File: src/rtl/fifo_wr_arbiter_if.sv
// Bus between N write requesters, the arbiter and one sync FIFO write port.
// Handshake: a requester beat transfers on a rising edge where req_valid[i] && req_ready[i]; fifo_wr_en marks that same beat.
interface fifo_wr_arbiter_if #(
   parameter int DATA_WIDTH = 16,
   parameter int NUM_REQ    = 4
);
   localparam int ID_W = $clog2(NUM_REQ);

   logic [NUM_REQ-1:0]            req_valid;
   logic [NUM_REQ*DATA_WIDTH-1:0] req_data;
   logic [NUM_REQ-1:0]            req_ready;
   logic [DATA_WIDTH-1:0]         fifo_wr_data;
   logic                          fifo_wr_en;
   logic                          fifo_full;
   logic                          fifo_almost_full;
   logic [ID_W-1:0]               grant_id;
   logic                          busy;

   modport master (
      input  req_valid, req_data, fifo_full, fifo_almost_full,
      output req_ready, fifo_wr_data, fifo_wr_en, grant_id, busy
   );

   modport slave (
      output req_valid, req_data, fifo_full, fifo_almost_full,
      input  req_ready, fifo_wr_data, fifo_wr_en, grant_id, busy
   );
endinterface

File: src/rtl/fifo_wr_arbiter.sv
// Round-robin burst arbiter feeding one sync FIFO write port; busy is the FSM state (IDLE=0, BURST=1).
// Optional macro FIFO_WR_ARB_AF_THROTTLE_EN: no new grant starts while fifo_almost_full is high.
module fifo_wr_arbiter #(
   parameter int DATA_WIDTH = 16,
   parameter int NUM_REQ    = 4,
   parameter int BURST_LEN  = 4
) (
   input logic                clk,
   input logic                rst,
   fifo_wr_arbiter_if.master  bus
);
   localparam int ID_W  = $clog2(NUM_REQ);
   localparam int CNT_W = $clog2(BURST_LEN) + 1;

   typedef enum logic {IDLE = 1'b0, BURST = 1'b1} state_t;

   state_t           state, state_nxt;
   logic [ID_W-1:0]  rr_ptr, rr_nxt;
   logic [ID_W-1:0]  grant_id, gid_nxt;
   logic [CNT_W-1:0] beat_cnt, cnt_nxt;

   logic             pick_found;
   logic [ID_W-1:0]  pick_id;
   logic             blocked;
   logic             gvalid;
   logic             beat;
   logic             last_beat;
   logic             burst_exit;

`ifdef FIFO_WR_ARB_AF_THROTTLE_EN
   assign blocked = bus.fifo_almost_full;
`else
   logic unused_af;
   assign unused_af = bus.fifo_almost_full;
   assign blocked   = 1'b0;
`endif

   assign gvalid     = bus.req_valid[grant_id];
   assign beat       = (state == BURST) && gvalid && !bus.fifo_full;
   assign last_beat  = beat && (beat_cnt == CNT_W'(BURST_LEN - 1));
   assign burst_exit = (state == BURST) && (!gvalid || last_beat);

   // Descending scan so the lowest offset from rr_ptr is the one left standing.
   always_comb begin
      pick_found = 1'b0;
      pick_id    = '0;
      for (int k = NUM_REQ - 1; k >= 0; k--) begin
         int idx;
         idx = int'(rr_ptr) + k;
         if (idx >= NUM_REQ) idx = idx - NUM_REQ;
         if (bus.req_valid[ID_W'(idx)]) begin
            pick_found = 1'b1;
            pick_id    = ID_W'(idx);
         end
      end
   end

   always_ff @(posedge clk) begin
      if (rst) begin
         state    <= IDLE;
         rr_ptr   <= '0;
         grant_id <= '0;
         beat_cnt <= '0;
      end else begin
         state    <= state_nxt;
         rr_ptr   <= rr_nxt;
         grant_id <= gid_nxt;
         beat_cnt <= cnt_nxt;
      end
   end

   always_comb begin
      state_nxt = state;
      rr_nxt    = rr_ptr;
      gid_nxt   = grant_id;
      cnt_nxt   = beat_cnt;
      case (state)
         IDLE: begin
            if (pick_found && !blocked) begin
               state_nxt = BURST;
               gid_nxt   = pick_id;
               cnt_nxt   = '0;
            end
         end
         BURST: begin
            if (beat) cnt_nxt = beat_cnt + CNT_W'(1);
            if (burst_exit) begin
               state_nxt = IDLE;
               rr_nxt    = (grant_id == ID_W'(NUM_REQ - 1)) ? '0 : grant_id + ID_W'(1);
            end
         end
         default: state_nxt = IDLE;
      endcase
   end

   always_comb begin
      bus.req_ready    = '0;
      bus.fifo_wr_en   = 1'b0;
      bus.fifo_wr_data = '0;
      bus.busy         = (state == BURST);
      bus.grant_id     = grant_id;
      if (state == BURST) bus.req_ready[grant_id] = !bus.fifo_full;
      if (beat) begin
         bus.fifo_wr_en   = 1'b1;
         bus.fifo_wr_data = bus.req_data[int'(grant_id)*DATA_WIDTH +: DATA_WIDTH];
      end
   end
endmodule

File: src/flat_wrapper.sv
// flat-port wrapper written by rule: the top's interface ports become plain ports
module fifo_wr_arbiter_flat 
#(
   parameter int DATA_WIDTH = 16,
   parameter int NUM_REQ    = 4,
   parameter int BURST_LEN  = 4
)
  (clk, rst, bus_req_valid, bus_req_data, bus_fifo_full, bus_fifo_almost_full, bus_req_ready, bus_fifo_wr_data, bus_fifo_wr_en, bus_grant_id, bus_busy);
  fifo_wr_arbiter_if #(.DATA_WIDTH(DATA_WIDTH), .NUM_REQ(NUM_REQ)) bus_i ();
  input logic clk;
  input logic rst;
  input wire logic [$bits(bus_i.req_valid)-1:0] bus_req_valid;
  input wire logic [$bits(bus_i.req_data)-1:0] bus_req_data;
  input wire logic [$bits(bus_i.fifo_full)-1:0] bus_fifo_full;
  input wire logic [$bits(bus_i.fifo_almost_full)-1:0] bus_fifo_almost_full;
  output wire logic [$bits(bus_i.req_ready)-1:0] bus_req_ready;
  output wire logic [$bits(bus_i.fifo_wr_data)-1:0] bus_fifo_wr_data;
  output wire logic [$bits(bus_i.fifo_wr_en)-1:0] bus_fifo_wr_en;
  output wire logic [$bits(bus_i.grant_id)-1:0] bus_grant_id;
  output wire logic [$bits(bus_i.busy)-1:0] bus_busy;
  assign bus_i.req_valid = bus_req_valid;
  assign bus_i.req_data = bus_req_data;
  assign bus_i.fifo_full = bus_fifo_full;
  assign bus_i.fifo_almost_full = bus_fifo_almost_full;
  assign bus_req_ready = bus_i.req_ready;
  assign bus_fifo_wr_data = bus_i.fifo_wr_data;
  assign bus_fifo_wr_en = bus_i.fifo_wr_en;
  assign bus_grant_id = bus_i.grant_id;
  assign bus_busy = bus_i.busy;
  fifo_wr_arbiter #(.DATA_WIDTH(DATA_WIDTH), .NUM_REQ(NUM_REQ), .BURST_LEN(BURST_LEN)) u_core (.clk(clk), .rst(rst), .bus(bus_i));
endmodule
File: config.mk
export PLATFORM = sky130hd
export DESIGN_NAME = fifo_wr_arbiter_flat
export DESIGN_NICKNAME = d
export VERILOG_FILES = /design/src/rtl/fifo_wr_arbiter_if.sv /design/src/rtl/fifo_wr_arbiter.sv /design/src/flat_wrapper.sv
export SDC_FILE = /design/constraint.sdc
export NUM_CORES = 1
export LEC_CHECK = 0
export BUFFER_PORTS_ARGS = -buffer_cell sky130_fd_sc_hd__buf_2
export CAP_MARGIN = 30
export CORE_UTILIZATION = 38
export DETAILED_ROUTE_END_ITERATION = 12
export PLACE_DENSITY = 0.92
export RECOVER_POWER = 50
export SKIP_LAST_GASP = 1
export SYNTH_ARGS = -nofsm -noshare
export SYNTH_HDL_FRONTEND = slang
export SYNTH_SLANG_ARGS = --single-unit
File: constraint.sdc
create_clock -name clk -period 2.06 [get_ports clk]
set_clock_uncertainty 0.1 [all_clocks]
set_input_delay 0.103 -clock clk [delete_from_list [all_inputs] [get_ports clk]]
set_output_delay 0.103 -clock clk [all_outputs]
set_load 0.01 [all_outputs]
==> flow_summary.ini <==
[grt]
grt_overflow = 0
grt_first_pass_wirelength_mm = 5.64
grt_usage_pct = 22.5
grt_antenna_before_repair = 0
grt_max_degree = 17
grt_pass1_vias = 1317

[timing]
hold_violations = 0
slew_headroom_pct = 78.6
fin_tns_setup_ps = 0
slew_violations = 0
setup-violations-final = 0
tightest_slew_ps = 317
rsz0062_at_grt = no
whs_ps = 168
period_needed_ps = 1960
max_freq_mhz = 511
period_share_pct = 95.0

[critical_path]
r2r_slack_ps = 330
r2r_cells = 5
worstReg2RegEnd = u_core.rr_ptr[0]
cp-start-kind = flip-flop
critPathKind = flip-flop to output port
worstPathRequired_ps = 1860
end_kind = output port
worstPathArrival_ps = 1750
cp_max_fo = 16
worstReg2RegStart = u_core.bus.grant_id[0]

[drt]
drc = 0
antenna_left = 0
via_count = 1261
vias_per_cell = 5.44
drt_iter0_markers = 66
routed_wl_mm = 3.28
dr.pass1.iters = 4
routedWlPerCell_um = 14.1

[floorplan]
die_h_um = 55.3
io_pins = 96
start_util_pct = 41.7
fp.dieArea_mm2 = 0.00306
rows = 18
core_mm2 = 0.00259
die_w_um = 55.3

[layout]
area_delta_synth_final_pct = 50.3
drive_gt1_share_pct = 58.9
diodes = 0
mostFrequentLayoutCells = buf_2, and3_1, mux4_2, inv_1, dfxtp_1
fin_util_pct = 62.7
nets = 282
final_common_cell = buf_2

[placement]
gp_congestion = 0.836
port-buffer-count = 94
dp_hpwl_mm = 2.78

[cts]
clock_tree.root_cell = clkbuf_4
htreeDepth = 1
cts.clk_slew.worst_paths_ps = 60
numCtsBuffers = 3
cts.sinks = 8
cts_buffer_depth = 2
clkLatencyLatePin_ps = 260
post_cts_buffers = 0
cts_tree = done

[min_path]
min_path_cells = 4
holdPathEnd = u_core.bus.grant_id[1]
min_path_type = primary input to flip-flop
hp-start = bus_req_valid[2]

[synth]
synthTopCellsByArea = mux4_2, dfxtp_1, and3_1, ha_1, inv_1
synth_top_area_share_pct = 33.4
synth_area_leader_cell = mux4_2
syn_area_mm2 = 0.00108
ys_seq_area_share_pct = 14.8
synth-seq-cells = 8
ys_warn_count = 0
synth_cell_types = 30
postSynthNetCount = 183
synthCells = 105
syn_avg_cell_area_um2 = 10.3

[run]
cap_violations = 0

[power_and_ir_drop]
power_leakage_nw = 0.857
ir_drop_mv = 0.285
power_density_mw_per_mm2 = 370

[status]
status = completed
## Yosys cell counts (all sizes together)
cell type,instances
nor2b,1
nand2,5
o41ai,2
a31o,1
mux2,2
buf,3
nor3b,1
o311ai,2
o22ai,1
and3,18
or4,1
nand4,3
ha,6
inv,9
and2,4
nand2b,3
mux4,17
o21ai,2
a2111o,1
a21oi,6
o31ai,2
nor2,2
or3,1
clkbuf,4
dfxtp,8
## metal layers
layer / global-route usage, % / vias to the layer above / wire (um)
met5: 0 / - / 0
met3: 3.75 / 4 / 190
li1: - / 614 / -
met1: 25.6 / 584 / 1270
met4: 6.07 / 0 / 29
met2: 42.7 / 59 / 1790
## final cells by class
class	instances	area (um^2)
fill	227	967
sequential	8	161
inverter	9	33.8
tap	30	37.5
timing repair buffer	101	527
multi-input combinational	81	841
clock buffer	3	22.5
## cells by family after synthesis
logic type	share of synthesized area, %
buffers and inverters	6.49
AND/OR/NAND/NOR	21.9
AO/OA/AOI/OAI	11.6
adder cells (fa/ha/maj)	6.95
flip-flops	14.8
multiplexers	38.2
## timing repair
| item | 4_1_cts | 5_1_grt |
|---|---|---|
| gates resized for setup | 1 | 2 |
| hold buffers | 1 | 0 |
| pin swaps | 0 | 0 |
| endpoints found under the setup margin | 11 | 13 |
| hold endpoints to repair | 2 | 0 |
## report_power, final
| group | switching, W | internal [W] |
|---|---|---|
| clock network | 0.0000629 | 0.0000673 |
| registers | 0.0000135 | 0.000164 |
| logic | 0.000123 | 0.000170 |
| total | 0.000199 | 0.000401 |
## flip-flops by register name (all words and copies together) (netlist names)
register,flops
u_core.bus.busy,1
u_core.rr_ptr,2
u_core.bus.grant_id,2
u_core.beat_cnt,3
## worst max-delay path, stage by stage (launching register included)
cell and delay (ps):
dfxtp_2 390, mux4_1 590, buf_4 200, and3_1 170
buf_2 130
## per-stage QoR
stage,power [W],worst slack [ps],instance area (um^2),std cells
after detailed placement,0.000473,255,1600,228
after CTS,0.000608,37.1,1630,232
after global placement,0.000464,292,1600,228
final,0.000600,102,1620,232
after global routing,0.000642,36.9,1620,232
after floorplan,0.000351,302,1080,105
## worst max path at each step
stage / from / end / slack (ps) / cells after the start
finish: u_core.bus.grant_id[0] / bus_fifo_wr_data[6] / 100 / 4
global route: u_core.bus.grant_id[0] / bus_fifo_wr_data[0] / 40 / 4
CTS: u_core.bus.grant_id[0] / bus_fifo_wr_data[4] / 40 / 4
detailed placement: u_core.bus.grant_id[0] / bus_fifo_wr_data[4] / 250 / 4
global placement: u_core.bus.grant_id[0] / bus_fifo_wr_data[15] / 290 / 4
floorplan: u_core.bus.grant_id[0] / u_core.rr_ptr[0] / 300 / 5
Power figures use the tool's default switching activity.
